File: config.mk
export PLATFORM = sky130hd
export DESIGN_NAME = core_sequencer
export DESIGN_NICKNAME = d
export VERILOG_FILES = /design/src/rtl/core_pkg.sv /design/src/rtl/seq_wait_timer.sv /design/src/rtl/core_sequencer.sv
export SDC_FILE = /design/constraint.sdc
export NUM_CORES = 1
export LEC_CHECK = 0
export BUFFER_PORTS_ARGS = -buffer_cell sky130_fd_sc_hd__buf_2
export CAP_MARGIN = 40
export CELL_PAD_IN_SITES_DETAIL_PLACEMENT = 0
export CELL_PAD_IN_SITES_GLOBAL_PLACEMENT = 1
export CORE_AREA = 2 2 118 120
export DETAILED_ROUTE_END_ITERATION = 7
export DIE_AREA = 0 0 120 122
export PLACE_DENSITY_LB_ADDON = 0.15
export SYNTH_ARGS = -nofsm -noshare
export SYNTH_HDL_FRONTEND = slang
export SYNTH_HIERARCHICAL = 1
export SYNTH_SLANG_ARGS = --single-unit
export TNS_END_PERCENT = 20
File: constraint.sdc
create_clock -name clk -period 4.77 [get_ports clk]
set_clock_uncertainty 0.2 [all_clocks]
set_input_delay 0.954 -clock clk [delete_from_list [all_inputs] [get_ports clk]]
set_output_delay 0.954 -clock clk [all_outputs]
set_load 0.02 [all_outputs]
File: src/rtl/core_pkg.sv
// Shared types and constants for the RV32 multi-cycle core control path.
package core_pkg;

  localparam int XLEN       = 32;
  localparam int INST_BYTES = 4;

  localparam logic [6:0] OPC_OP     = 7'b0110011;
  localparam logic [6:0] OPC_OP_IMM = 7'b0010011;
  localparam logic [6:0] OPC_LOAD   = 7'b0000011;
  localparam logic [6:0] OPC_STORE  = 7'b0100011;
  localparam logic [6:0] OPC_BRANCH = 7'b1100011;

  typedef enum logic [2:0] {
    FETCH,
    DECODE,
    EXEC,
    MEM,
    WB,
    ERR
  } seq_state_t;

  function automatic logic misaligned(input logic [XLEN-1:0] addr);
    return addr[1:0] != 2'b00;
  endfunction

endpackage

File: src/rtl/seq_wait_timer.sv
// Counts ready-less handshake cycles; expired flags the LIMIT-th such cycle.
// LIMIT = 0 disables expiry entirely.
module seq_wait_timer #(
  parameter int LIMIT = 15
) (
  input  logic clk,
  input  logic rst_n,
  input  logic clr,
  input  logic en,
  output logic expired
);

  localparam int W = (LIMIT > 1) ? $clog2(LIMIT) : 1;

  logic [W-1:0] cnt;

  always_ff @(posedge clk or negedge rst_n) begin
    if (!rst_n)
      cnt <= '0;
    else if (clr)
      cnt <= '0;
    else if (en)
      cnt <= cnt + 1'b1;
  end

  generate
    if (LIMIT == 0) begin : g_off
      assign expired = 1'b0;
    end else begin : g_on
      assign expired = en && (cnt == W'(LIMIT - 1));
    end
  endgenerate

endmodule

File: src/rtl/core_sequencer.sv
// Multi-cycle FETCH/DECODE/EXEC/MEM/WB sequencer owning PC and IR.
// Optional perf counters (cycle_cnt, instret_cnt) with CORE_SEQ_PERF_CNT_EN.
module core_sequencer
  import core_pkg::*;
#(
  parameter logic [XLEN-1:0] RESET_PC    = 32'h0000_0000,
  parameter int              MEM_TIMEOUT = 15
) (
  input  logic            clk,
  input  logic            rst_n,
  output logic            imem_req,
  output logic [XLEN-1:0] imem_addr,
  input  logic            imem_ready,
  input  logic [XLEN-1:0] imem_rdata,
  output logic [XLEN-1:0] inst,
  output logic [XLEN-1:0] pc,
  input  logic            mem_read,
  input  logic            mem_write,
  input  logic            reg_write,
  input  logic            branch,
  input  logic            branch_taken,
  input  logic [XLEN-1:0] branch_target,
  output logic            dmem_req,
  output logic            dmem_we,
  input  logic            dmem_ready,
  output logic            rf_we,
  output logic            halt
`ifdef CORE_SEQ_PERF_CNT_EN
  ,
  output logic [XLEN-1:0] cycle_cnt,
  output logic [XLEN-1:0] instret_cnt
`endif
);

  seq_state_t      state;
  logic [XLEN-1:0] pc_q, ir_q, tgt_q;
  logic            take_q, store_q;

  logic            waiting, rdy, expired;
  logic            take_now, retire, bad_tgt;
  logic [XLEN-1:0] tgt_now, next_pc;

  // One timer serves both memory waits; only one handshake is ever open.
  assign waiting = (state == FETCH) || (state == MEM);
  assign rdy     = ((state == FETCH) && imem_ready) || ((state == MEM) && dmem_ready);

  seq_wait_timer #(.LIMIT(MEM_TIMEOUT)) u_wait (
    .clk     (clk),
    .rst_n   (rst_n),
    .clr     (!waiting || rdy),
    .en      (waiting && !rdy),
    .expired (expired)
  );

  // In EXEC the branch inputs are live; later the captured copies are used.
  always_comb begin
    take_now = (state == EXEC) ? (branch & branch_taken) : take_q;
    tgt_now  = (state == EXEC) ? branch_target : tgt_q;
    next_pc  = take_now ? tgt_now : pc_q + XLEN'(INST_BYTES);
    bad_tgt  = take_now && misaligned(tgt_now);
    retire   = 1'b0;
    case (state)
      EXEC:    retire = !(mem_read || mem_write || reg_write);
      MEM:     retire = dmem_ready && store_q;
      WB:      retire = 1'b1;
      default: retire = 1'b0;
    endcase
  end

  always_ff @(posedge clk or negedge rst_n) begin
    if (!rst_n) begin
      state   <= FETCH;
      pc_q    <= RESET_PC;
      ir_q    <= '0;
      tgt_q   <= '0;
      take_q  <= 1'b0;
      store_q <= 1'b0;
    end else begin
      case (state)
        FETCH: begin
          if (imem_ready) begin
            ir_q  <= imem_rdata;
            state <= DECODE;
          end else if (expired) begin
            state <= ERR;
          end
        end
        DECODE: state <= EXEC;
        EXEC: begin
          take_q  <= branch & branch_taken;
          tgt_q   <= branch_target;
          store_q <= mem_write;
          if (mem_read && mem_write)      state <= ERR;
          else if (mem_read || mem_write) state <= MEM;
          else if (reg_write)             state <= WB;
        end
        MEM: begin
          if (dmem_ready) begin
            if (!store_q) state <= WB;
          end else if (expired) begin
            state <= ERR;
          end
        end
        WB:      ;
        ERR:     ;
        default: state <= ERR;
      endcase
      if (retire) begin
        if (bad_tgt) begin
          state <= ERR;
        end else begin
          pc_q  <= next_pc;
          state <= FETCH;
        end
      end
    end
  end

  // imem_req is gated by rst_n so it is low for the whole reset interval.
  assign imem_req  = rst_n && (state == FETCH);
  assign imem_addr = pc_q;
  assign pc        = pc_q;
  assign inst      = ir_q;
  assign dmem_req  = (state == MEM);
  assign dmem_we   = (state == MEM) && store_q;
  assign rf_we     = (state == WB);
  assign halt      = (state == ERR);

`ifdef CORE_SEQ_PERF_CNT_EN
  always_ff @(posedge clk or negedge rst_n) begin
    if (!rst_n) begin
      cycle_cnt   <= '0;
      instret_cnt <= '0;
    end else begin
      if (state != ERR)
        cycle_cnt <= cycle_cnt + 1'b1;
      if (retire && !bad_tgt)
        instret_cnt <= instret_cnt + 1'b1;
    end
  end
`endif

endmodule

==> out/metrics.csv <==
stage,metric,value,unit
setup_path,worstSetupPathType,flop to flop,
route,drt_iter0_markers,306,
power_and_ir_drop,p_sw,2.00,mW
cells_and_area,drive_gt1_share,45.0,%
setup_path,start_kind,flop,
route,post_drt_wl_per_cell,16.8,um
placed_design,gp_congestion,0.830,
synth,synth_xor_area_share,0.166,%
grt,grt_pass1_wl,21700,um
placed_design,placed_cells,776,
synth,ys.flop_type,dfrtp_1,
route,drt_wl_total,13300,um
sta,setup_viol,0,
clocking,path_clk_slew,70,ps
clocking,cts_max_path_buffers,2,
sta,holdWs,300,ps
power_and_ir_drop,power_density,728,mW/mm^2
cells_and_area,mostFrequentLayoutCell,buf_2,
sta,finalMaxSlewViolations,0,
cells_and_area,instances_no_fill,791,
setup_path,cp.required,4800,ps
route,via_per_inst,5.22,
hold_path,hold_path_class,flop to flop,
setup_path,end_kind,flop,
outcome,status,completed,
synth,yosysUniqueCellTypes,62,
synth,synth_top_area_cell,dfrtp_1,
grt,grt_pass1_vias,4192,
grt,grt_overflow,0,
synth,postSynth.asyncResetShare,100,%
cells_and_area,n_antenna_cell,0,
run,max-cap-violations,0,
power_and_ir_drop,switching_share,43.5,%
power_and_ir_drop,leakage,2.96,nW
sta,finalCritPeriodShare,68.3,%
synth,synth-edff-count,0,
sta,tightest_slew,883,ps
floorplanning,die-area,0.0146,mm^2
power_and_ir_drop,peakVddDrop,0.330,mV
clocking,tritoncts,yes,
route,post-route-drc-count,0,
power_and_ir_drop,internal_power,2.61,mW
cells_and_area,layout_common_cells,"buf_2, dfrtp_1, mux2_2",
synth,syn_area_per_cell,11.2,um^2
power_and_ir_drop,pwr-share-comb,47.8,%
placed_design,numPortBuffers,173,
floorplanning,num_io_pins,174,
floorplanning,placement_rows,43,
synth,syn_nets,551,
route,dr_total_vias,4131,
power_and_ir_drop,clkPwrFrac,15.7,%
synth,synth_top_family_by_area,multiplexers,
cells_and_area,syn_to_final_growth,19.8,%
synth,synth-adder-area-share,1.18,%
sta,report.final.hold_viol_count,0,
sta,fin_crit,3260,ps
synth,synth_cells,473,
synth,yosys.area_share.simple,11.4,%
floorplanning,core,0.0135,mm^2
clocking,cts_root_buf,clkbuf_16,
clocking,clk_latency,350,ps
clocking,postCtsSetupBuffers,0,
sta,tns,0,ps
clocking,cts_buffers,9,
route,ant_nets,0,
floorplanning,die_w,120,um
synth,synth_compound_area_share,13.8,%
synth,synth-seq-cells,105,
synth,muxShareOfSynthArea,15.2,%
clocking,ctsResizeCount,0,
grt,grt_max_degree,59,
clocking,cts_hold_buf,0,
synth,yosysWarnings,6,
cells_and_area,fin_util,46.9,%
grt,antenna_found_initial,0,
setup_path,crit_arrival,3280,ps
clocking,htreeDepth,3,
cells_and_area,fin_nets,685,
grt,track_usage,19.1,%
synth,ys_top_cells_by_area,"dfrtp_1, mux2_2, buf_4",
power_and_ir_drop,seqPwrFrac,36.5,%
placed_design,dp_hpwl,9720,um
sta,max_freq,0.307,GHz
route,drt_pass1_iterations,4,
clocking,clock_sinks,105,
power_and_ir_drop,p_total,4.61,mW
synth,yosysSeqAreaShare,49.7,%
synth,yosys.area.top_type_share,49.7,%
floorplanning,fp.dieH,122,um
setup_path,path_max_fanout,47,
sta,rsz0062_at_grt,no,
floorplanning,start_util,39.1,%
sta,slew_headroom,41.1,%
synth,syn-cell-area,0.00529,mm^2
## worst max-delay path, cell delays in order (launching register included)
cell      delay, ps
dfrtp_1         520
nor3b_4         250
buf_4           310
mux2_4          540
inv_2           430
nand2_1         380
o21bai_1        250
o2bb2a_1        230
## flip-flops by register name (all words and copies together) (netlist names)
name / flops
imem_addr: 32
inst: 32
state: 3
store_q: 1
take_q: 1
tgt_q: 32
u_wait/cnt: 4
## cell type report
cell class | count | area (um^2)
clock buffer | 11 | 233
inverter | 15 | 56.3
sequential | 105 | 2630
fill | 1287 | 7170
timing repair buffer | 181 | 936
tap | 180 | 225
clock inverter | 4 | 45.0
multi-input combinational | 295 | 2210
## per-stage QoR
stage               cell area, um^2  worst slack (ps)
global route                   6330              1250
global placement               6030              1490
detailed placement             6050              1430
finish                         6330              1510
floorplan                      5290              2240
CTS                            6330              1490
## power groups by stage
stage | clock (mW) | sequential (mW) | combinational [mW]
after floorplan | 0 | 1.90 | 1.46
after global placement | 0 | 1.68 | 2.20
after detailed placement | 0 | 1.70 | 2.23
after CTS | 0.744 | 1.69 | 2.23
after global routing | 0.780 | 1.75 | 2.40
final | 0.723 | 1.68 | 2.20
## kinds of logic (layout without fill, tap and decap cells)
kind of cell / count (synthesis) / in the layout
mux: 71 / 71
simple gates: 113 / 113
fa+ha+maj: 5 / 5
xor+xnor: 1 / 1
flops: 105 / 105
buf+inv: 73 / 211
compound gates: 105 / 105
## layer usage
layer | up-vias | wire (um) | GRT usage (%)
met4 | 0 | 212 | 8.16
met2 | 157 | 6140 | 29.7
met5 | - | 0 | 0
li1 | 1955 | - | -
met3 | 14 | 834 | 3.93
met1 | 2005 | 6090 | 26.0
## path summary, 6_finish.rpt
path	from	to	slack, ps	depth (start not counted)
max in group asynchronous	rst_n	imem_addr[24]	2600	3
min in group asynchronous	rst_n	imem_addr[30]	560	2
setup / recovery	state[0]	imem_addr[14]	1510	7
hold reg to reg	tgt_q[12]	tgt_q[12]	300	1
setup reg to reg	state[0]	imem_addr[14]	1510	7
hold / removal	tgt_q[12]	tgt_q[12]	300	1
## cell usage after synthesis, drive strengths merged, types with 8 or more instances
cell / instances
dfrtp: 105
nand2: 23
nor3: 11
nand3: 20
nor2: 21
a2bb2oi: 10
inv: 15
o22ai: 15
buf: 55
mux2: 68
o21ai: 14
nand4: 8
a21oi: 35
No activity file was read; power rests on OpenSTA's default activity.
